File: src/rtl/hazard_scoreboard_if.sv
// Pipeline-side bundle of the hazard scoreboard: ID-stage operands, redirect/freeze
// requests in, and pipeline-register enables/flushes back out.
interface hazard_scoreboard_if #(
  parameter int REG_ADDR_W = 5,
  parameter int MAX_LAT    = 7
);
  localparam int LAT_W = $clog2(MAX_LAT + 1);

  logic                  id_valid_i;
  logic [REG_ADDR_W-1:0] rs1_addr_id_i;
  logic [REG_ADDR_W-1:0] rs2_addr_id_i;
  logic                  rs1_use_i;
  logic                  rs2_use_i;
  logic [REG_ADDR_W-1:0] rd_addr_id_i;
  logic                  rd_we_id_i;
  logic [LAT_W-1:0]      lat_id_i;
  logic                  flush_req_i;
  logic                  freeze_i;

  logic                  pc_write_en_o;
  logic                  if_id_write_en_o;
  logic                  if_id_flush_o;
  logic                  id_ex_write_en_o;
  logic                  id_ex_flush_o;
  logic                  issue_o;
  logic                  busy_o;

  modport master (
    output id_valid_i, rs1_addr_id_i, rs2_addr_id_i, rs1_use_i, rs2_use_i,
           rd_addr_id_i, rd_we_id_i, lat_id_i, flush_req_i, freeze_i,
    input  pc_write_en_o, if_id_write_en_o, if_id_flush_o, id_ex_write_en_o,
           id_ex_flush_o, issue_o, busy_o
  );

  modport slave (
    input  id_valid_i, rs1_addr_id_i, rs2_addr_id_i, rs1_use_i, rs2_use_i,
           rd_addr_id_i, rd_we_id_i, lat_id_i, flush_req_i, freeze_i,
    output pc_write_en_o, if_id_write_en_o, if_id_flush_o, id_ex_write_en_o,
           id_ex_flush_o, issue_o, busy_o
  );
endinterface

File: src/rtl/hazard_scoreboard.sv
// Per-register pending-latency scoreboard driving PC / IF/ID / ID/EX control.
// Optional HAZARD_STATS_EN adds stall and flush cycle counters.
module hazard_scoreboard #(
  parameter int REG_ADDR_W       = 5,
  parameter int MAX_LAT          = 7,
  parameter int REDIRECT_BUBBLES = 0
) (
  input  logic                clk_i,
  input  logic                rst_i,
  hazard_scoreboard_if.slave  hz
`ifdef HAZARD_STATS_EN
  ,
  output logic [31:0]         stall_cnt_o,
  output logic [31:0]         flush_cnt_o
`endif
);
  localparam int NREG   = 2 ** REG_ADDR_W;
  localparam int LAT_W  = $clog2(MAX_LAT + 1);
  localparam int SCNT_W = (REDIRECT_BUBBLES > 0) ? $clog2(REDIRECT_BUBBLES + 1) : 1;

  typedef logic [LAT_W-1:0] lat_t;
  typedef enum logic [2:0] {
    MODE_RESET, MODE_FREEZE, MODE_REDIRECT, MODE_STALL, MODE_RUN
  } mode_e;

  lat_t              pend [NREG];
  logic [SCNT_W-1:0] stretch_cnt;
  lat_t              lat_sat;
  logic              raw, waw, stretch, issue, busy;
  mode_e             mode;

  generate
    if (MAX_LAT + 1 == 2 ** LAT_W) begin : g_lat_full
      assign lat_sat = hz.lat_id_i;
    end else begin : g_lat_clip
      assign lat_sat = (hz.lat_id_i > LAT_W'(MAX_LAT)) ? LAT_W'(MAX_LAT) : hz.lat_id_i;
    end
  endgenerate

  // pend[0] is never loaded, so reads of x0 never see a hazard.
  assign raw = hz.id_valid_i &&
               ((hz.rs1_use_i && pend[hz.rs1_addr_id_i] != '0) ||
                (hz.rs2_use_i && pend[hz.rs2_addr_id_i] != '0));
  assign waw = hz.id_valid_i && hz.rd_we_id_i && hz.rd_addr_id_i != '0 &&
               pend[hz.rd_addr_id_i] > lat_sat;
  assign stretch = stretch_cnt != '0;

  always_comb begin
    if (rst_i)                         mode = MODE_RESET;
    else if (hz.freeze_i)              mode = MODE_FREEZE;
    else if (hz.flush_req_i || stretch) mode = MODE_REDIRECT;
    else if (raw || waw)               mode = MODE_STALL;
    else                               mode = MODE_RUN;
  end

  assign issue = (mode == MODE_RUN) && hz.id_valid_i;

  // NOTE: every output gets a default before the case so no path infers a latch.
  always_comb begin
    hz.pc_write_en_o    = 1'b1;
    hz.if_id_write_en_o = 1'b1;
    hz.id_ex_write_en_o = 1'b1;
    hz.if_id_flush_o    = 1'b0;
    hz.id_ex_flush_o    = 1'b0;
    hz.issue_o          = issue;
    case (mode)
      MODE_RESET: begin
        hz.pc_write_en_o    = 1'b0;
        hz.if_id_write_en_o = 1'b0;
        hz.id_ex_write_en_o = 1'b0;
        hz.if_id_flush_o    = 1'b1;
        hz.id_ex_flush_o    = 1'b1;
      end
      MODE_FREEZE: begin
        hz.pc_write_en_o    = 1'b0;
        hz.if_id_write_en_o = 1'b0;
        hz.id_ex_write_en_o = 1'b0;
      end
      MODE_REDIRECT: begin
        hz.if_id_flush_o = 1'b1;
        hz.id_ex_flush_o = 1'b1;
      end
      MODE_STALL: begin
        hz.pc_write_en_o    = 1'b0;
        hz.if_id_write_en_o = 1'b0;
        hz.id_ex_flush_o    = 1'b1;
      end
      default: hz.id_ex_flush_o = ~hz.id_valid_i;
    endcase
  end

  always_comb begin
    busy = 1'b0;
    for (int r = 0; r < NREG; r++) begin
      if (pend[r] != '0) busy = 1'b1;
    end
  end
  assign hz.busy_o = busy && !rst_i;

  // NOTE: pend is a flop array, not RAM, so it is cleared by reset in one cycle.
  always_ff @(posedge clk_i) begin
    if (rst_i) begin
      for (int r = 0; r < NREG; r++) pend[r] <= '0;
      stretch_cnt <= '0;
    end else if (!hz.freeze_i) begin
      for (int r = 1; r < NREG; r++) begin
        if (issue && hz.rd_we_id_i && hz.rd_addr_id_i == REG_ADDR_W'(r))
          pend[r] <= lat_sat;
        else if (pend[r] != '0)
          pend[r] <= pend[r] - LAT_W'(1);
      end
      pend[0] <= '0;
      if (hz.flush_req_i)
        stretch_cnt <= SCNT_W'(REDIRECT_BUBBLES);
      else if (stretch)
        stretch_cnt <= stretch_cnt - SCNT_W'(1);
    end
  end

`ifdef HAZARD_STATS_EN
  always_ff @(posedge clk_i) begin
    if (rst_i) begin
      stall_cnt_o <= '0;
      flush_cnt_o <= '0;
    end else begin
      if (mode == MODE_STALL)    stall_cnt_o <= stall_cnt_o + 32'd1;
      if (mode == MODE_REDIRECT) flush_cnt_o <= flush_cnt_o + 32'd1;
    end
  end
`endif
endmodule

File: src/flat_wrapper.sv
// flat-port wrapper written by rule: the top's interface ports become plain ports
module hazard_scoreboard_flat 
#(
  parameter int REG_ADDR_W       = 5,
  parameter int MAX_LAT          = 7,
  parameter int REDIRECT_BUBBLES = 0
)
  (clk_i, rst_i, hz_id_valid_i, hz_rs1_addr_id_i, hz_rs2_addr_id_i, hz_rs1_use_i, hz_rs2_use_i, hz_rd_addr_id_i, hz_rd_we_id_i, hz_lat_id_i, hz_flush_req_i, hz_freeze_i, hz_pc_write_en_o, hz_if_id_write_en_o, hz_if_id_flush_o, hz_id_ex_write_en_o, hz_id_ex_flush_o, hz_issue_o, hz_busy_o);
  hazard_scoreboard_if #(.REG_ADDR_W(REG_ADDR_W), .MAX_LAT(MAX_LAT)) hz_i ();
  input  logic clk_i;
  input  logic rst_i;
  input wire logic [$bits(hz_i.id_valid_i)-1:0] hz_id_valid_i;
  input wire logic [$bits(hz_i.rs1_addr_id_i)-1:0] hz_rs1_addr_id_i;
  input wire logic [$bits(hz_i.rs2_addr_id_i)-1:0] hz_rs2_addr_id_i;
  input wire logic [$bits(hz_i.rs1_use_i)-1:0] hz_rs1_use_i;
  input wire logic [$bits(hz_i.rs2_use_i)-1:0] hz_rs2_use_i;
  input wire logic [$bits(hz_i.rd_addr_id_i)-1:0] hz_rd_addr_id_i;
  input wire logic [$bits(hz_i.rd_we_id_i)-1:0] hz_rd_we_id_i;
  input wire logic [$bits(hz_i.lat_id_i)-1:0] hz_lat_id_i;
  input wire logic [$bits(hz_i.flush_req_i)-1:0] hz_flush_req_i;
  input wire logic [$bits(hz_i.freeze_i)-1:0] hz_freeze_i;
  output wire logic [$bits(hz_i.pc_write_en_o)-1:0] hz_pc_write_en_o;
  output wire logic [$bits(hz_i.if_id_write_en_o)-1:0] hz_if_id_write_en_o;
  output wire logic [$bits(hz_i.if_id_flush_o)-1:0] hz_if_id_flush_o;
  output wire logic [$bits(hz_i.id_ex_write_en_o)-1:0] hz_id_ex_write_en_o;
  output wire logic [$bits(hz_i.id_ex_flush_o)-1:0] hz_id_ex_flush_o;
  output wire logic [$bits(hz_i.issue_o)-1:0] hz_issue_o;
  output wire logic [$bits(hz_i.busy_o)-1:0] hz_busy_o;
  assign hz_i.id_valid_i = hz_id_valid_i;
  assign hz_i.rs1_addr_id_i = hz_rs1_addr_id_i;
  assign hz_i.rs2_addr_id_i = hz_rs2_addr_id_i;
  assign hz_i.rs1_use_i = hz_rs1_use_i;
  assign hz_i.rs2_use_i = hz_rs2_use_i;
  assign hz_i.rd_addr_id_i = hz_rd_addr_id_i;
  assign hz_i.rd_we_id_i = hz_rd_we_id_i;
  assign hz_i.lat_id_i = hz_lat_id_i;
  assign hz_i.flush_req_i = hz_flush_req_i;
  assign hz_i.freeze_i = hz_freeze_i;
  assign hz_pc_write_en_o = hz_i.pc_write_en_o;
  assign hz_if_id_write_en_o = hz_i.if_id_write_en_o;
  assign hz_if_id_flush_o = hz_i.if_id_flush_o;
  assign hz_id_ex_write_en_o = hz_i.id_ex_write_en_o;
  assign hz_id_ex_flush_o = hz_i.id_ex_flush_o;
  assign hz_issue_o = hz_i.issue_o;
  assign hz_busy_o = hz_i.busy_o;
  hazard_scoreboard #(.REG_ADDR_W(REG_ADDR_W), .MAX_LAT(MAX_LAT), .REDIRECT_BUBBLES(REDIRECT_BUBBLES)) u_core (.clk_i(clk_i), .rst_i(rst_i), .hz(hz_i));
endmodule
File: config.mk
export PLATFORM = sky130hd
export DESIGN_NAME = hazard_scoreboard_flat
export DESIGN_NICKNAME = d
export VERILOG_FILES = /design/src/rtl/hazard_scoreboard_if.sv /design/src/rtl/hazard_scoreboard.sv /design/src/flat_wrapper.sv
export SDC_FILE = /design/constraint.sdc
export NUM_CORES = 1
export LEC_CHECK = 0
export CELL_PAD_IN_SITES_DETAIL_PLACEMENT = 2
export CELL_PAD_IN_SITES_GLOBAL_PLACEMENT = 2
export CORE_ASPECT_RATIO = 1.75
export CORE_MARGIN = 2
export CORE_UTILIZATION = 40
export CTS_CLUSTER_SIZE = 28
export DETAILED_ROUTE_END_ITERATION = 10
export PLACE_DENSITY = 0.88
export SLEW_MARGIN = 15
export SYNTH_ARGS = -nofsm -noshare
export SYNTH_HDL_FRONTEND = slang
export SYNTH_SLANG_ARGS = --single-unit
File: constraint.sdc
create_clock -name clk_i -period 5.9 [get_ports clk_i]
set_input_delay 0.59 -clock clk_i [delete_from_list [all_inputs] [get_ports clk_i]]
set_output_delay 0.59 -clock clk_i [all_outputs]
set_load 0.05 [all_outputs]
==> metrics.yaml <==
synthesis:
  synthXorXnorAreaFrac: 0.009137
  synth_nets: 1053
  synth_top_cell_by_area: "edfxtp_1"
  synth_top_area_share: 0.1775
  syn_area_mm2: 0.008627
  dominantRegCellSynth: "edfxtp_1"
  synth_cells: 962
  async_flop_share: 0
  synth.avg_cell_area_um2: 8.968
  synth_edf_count: 51
  synth_top_family_by_area: "simple AND/OR/NAND/NOR gates"
  yosysSeqAreaShare: 0.2750
  yosysWarningCount: 0
  synthMuxAreaShare: 0.2161
  synth-simple-area-share: 0.2364
  synthAdderAreaFrac: 0.09427
  ys_ff_latch: 93
  synth_area_leaders: "edfxtp_1 18%, dfxtp_1 9.7%, ha_1 9.4%"
  synth_compound_area_frac: 0.1024
  synthDistinctLibCells: 58
clock_tree:
  cts_root_buf: "clkbuf_16"
  postCtsHoldBufs: 0
  ctsResizeCount: 0
  clkLatencyLatePin_ns: 0.39
  clock-sinks: 93
  clockBufferDepth: 2
  htreeDepth: 3
  cts_setup_buffers: 0
  cts_buffers: 9
  path_clk_slew_ns: 0.07
  cts_tree: "yes"
layout:
  top_regs: "u_core.pend x93"
  utilization: 0.4446
  synthToLayoutAreaGrowth_pct: 9.877
  antenna_cells: 0
  largest_reg_flops: 93
  drive_gt1_frac: 0.1307
  fin_nets: 1050
  max_flop_register: "u_core.pend"
  final_common_cell: "inv_1"
  final_cell_mix: "84 x inv_1, 80 x nor2_1, 65 x ha_1, 58 x mux2i_1, 55 x nand2_1"
global_routing:
  grt_pass1_wl_um: 55990
  grt_pass1_vias: 9242
  overflow: 0
  grt_max_degree: 50
  antenna_found_initial: 0
  track_usage: 0.3334
critical_path:
  endpoint_kind: "output pin"
  cp_num_cells: 14
  slowest_stage: "buf_2"
  worstPathMaxFanout: 48
  path_common_cell: "mux4_2"
  reg2reg_depth: 12
  start_kind: "primary input"
  cp_top_family: "buffers and inverters"
  arrival_ns: 4.82
  critPathMaxStageDelay_ns: 0.73
  crit_type: "primary input to output pin"
  crit_chain: "buf_2 > mux4_2 > mux4_2 > a311oi_1 > a21oi_1 > ha_1 > a31oi_1 > o21ai_0 > nor2_1 > a311oi_4 > buf_12 > a41o_1 > nand2_1 > buf_4"
  crit_required_ns: 5.31
  path_buf_inv: 3
timing:
  rsz0062_at_grt: "no"
  period_minus_slack_ns: 5.412
  worst_slew_pin_slew_ns: 1.187
  tns_ns: 0
  fin_skew_ns: 0.01091
  drv_slew: 0
  finalHoldViolCount: 0
  period_share: 0.9173
  fmax_ghz: 0.1848
  setup_violations: 0
  slew_headroom: 0.2078
run_status:
  status: "complete, no violations"
routing:
  drc: 0
  dr.pass1.iters: 6
  met2_length_um: 18700
  topRoutingLayerUsed: "met4"
  drtAntennaViolNets: 0
  drt-total-wl_um: 36570
  drt_iter0_markers: 704
  drt-met1-wl_um: 12200
  route.met3.wl_um: 2124
  vias_per_cell: 6.892
  drt-wirelength-per-cell_um: 30.00
  vias: 8401
min_path:
  min_path_type: "flip-flop to flip-flop"
  hold_depth: 2
floorplanning:
  ios: 33
  row_count: 71
  start_util: 0.4046
  fp.coreArea_mm2: 0.02132
  die_w_um: 115.0
  die-area_mm2: 0.02280
  die_h_um: 198.3
pwr:
  p_seq_frac: 0.356
  leakage_nw: 3.942
  power.switching_mw: 1.307
  clock_power_share: 0.191
  p_int_mw: 1.724
  peakVddDrop_v: 0.0002532
  pwr-share-comb: 0.453
  switching_share: 0.4312
  powerDensity_mw_per_mm2: 319.8
place:
  io_buffers: 32
  dp_hpwl_um: 27000
  place.gp.congestion: 0.9783
job:
  drv_cap: 0
[worst register-to-register path: cells and delay by family, from the launching register on]
family,cells,cell delay [ns]
fa+ha+maj,1,0.40
buf+inv,1,0.31
compound gates,6,1.49
simple gates,2,0.48
mux,2,1.00
flops,1,0.56
[power groups by stage]
stage | combinational (mW) | sequential, mW | clock [mW]
finish | 1.37 | 1.08 | 0.578
CTS | 1.36 | 1.06 | 0.578
global route | 1.51 | 1.09 | 0.606
global placement | 1.24 | 1.07 | 0
floorplan | 0.947 | 0.963 | 0
detailed placement | 1.34 | 1.08 | 0
[layout make-up]
class                           count  area (µm²)
Fill cell                        2350       11840
Multi-Input combinational cell    721        5704
Sequential cell                    93        2372
Timing Repair Buffer               50       500.5
Tap cell                          255       319.1
Inverter                           84       315.3
Clock buffer                       14       257.7
Clock inverter                      2       10.01
[stage by stage]
stage | area [µm²] | power, mW | hold slack (ns) | worst slack, ns | cells
floorplan | 8633 | 1.910 | 0.4890 | 0.1916 | 962
global placement | 9211 | 2.311 | 0.5442 | 0.8125 | 1203
detailed placement | 9211 | 2.419 | 0.5583 | 0.4908 | 1203
CTS | 9479 | 3.006 | 0.5654 | 0.5185 | 1219
global route | 9479 | 3.201 | 0.6021 | 0.2576 | 1219
finish | 9479 | 3.031 | 0.5779 | 0.4878 | 1219
[per-layer routing]
| metal | vias up | GRT usage |
|---|---|---|
| li1 | 3560 | - |
| met1 | 4173 | 0.3374 |
| met2 | 452 | 0.5793 |
| met3 | 216 | 0.06428 |
| met4 | 0 | 0.2776 |
| met5 | - | 0 |
[cell usage after synthesis, drive strengths merged, types with 27 or more instances]
| master | instances |
|---|---|
| a21oi | 27 |
| clkbuf | 47 |
| dfxtp | 42 |
| edfxtp | 51 |
| ha | 65 |
| inv | 84 |
| mux2 | 46 |
| mux2i | 58 |
| mux4 | 34 |
| nand2 | 55 |
| nand4 | 35 |
| nor2 | 81 |
| nor2b | 38 |
| nor3 | 39 |
| o21ai | 32 |
| or3 | 32 |
[cell families after synthesis]
group                    after synthesis
AO/OA/AOI/OAI                        134
multiplexers                         138
AND/OR/NAND/NOR                      375
XOR/XNOR                               9
flip-flops                            93
buffers and inverters                148
adder cells (fa/ha/maj)               65
[worst paths after layout]
kind / startpoint / slack [ns] / to
max: hz_rd_addr_id_i[0] / 0.49 / hz_id_ex_flush_o
min: u_core.pend[31][0]$_SDFFE_PP0P_ / 0.58 / u_core.pend[31][0]$_SDFFE_PP0P_
max reg2reg: u_core.pend[14][2]$_SDFFCE_PN0P_ / 1.31 / u_core.pend[16][2]$_SDFFCE_PN0P_
min reg2reg: u_core.pend[31][0]$_SDFFE_PP0P_ / 0.58 / u_core.pend[31][0]$_SDFFE_PP0P_
(Power assumes the default switching activity.)
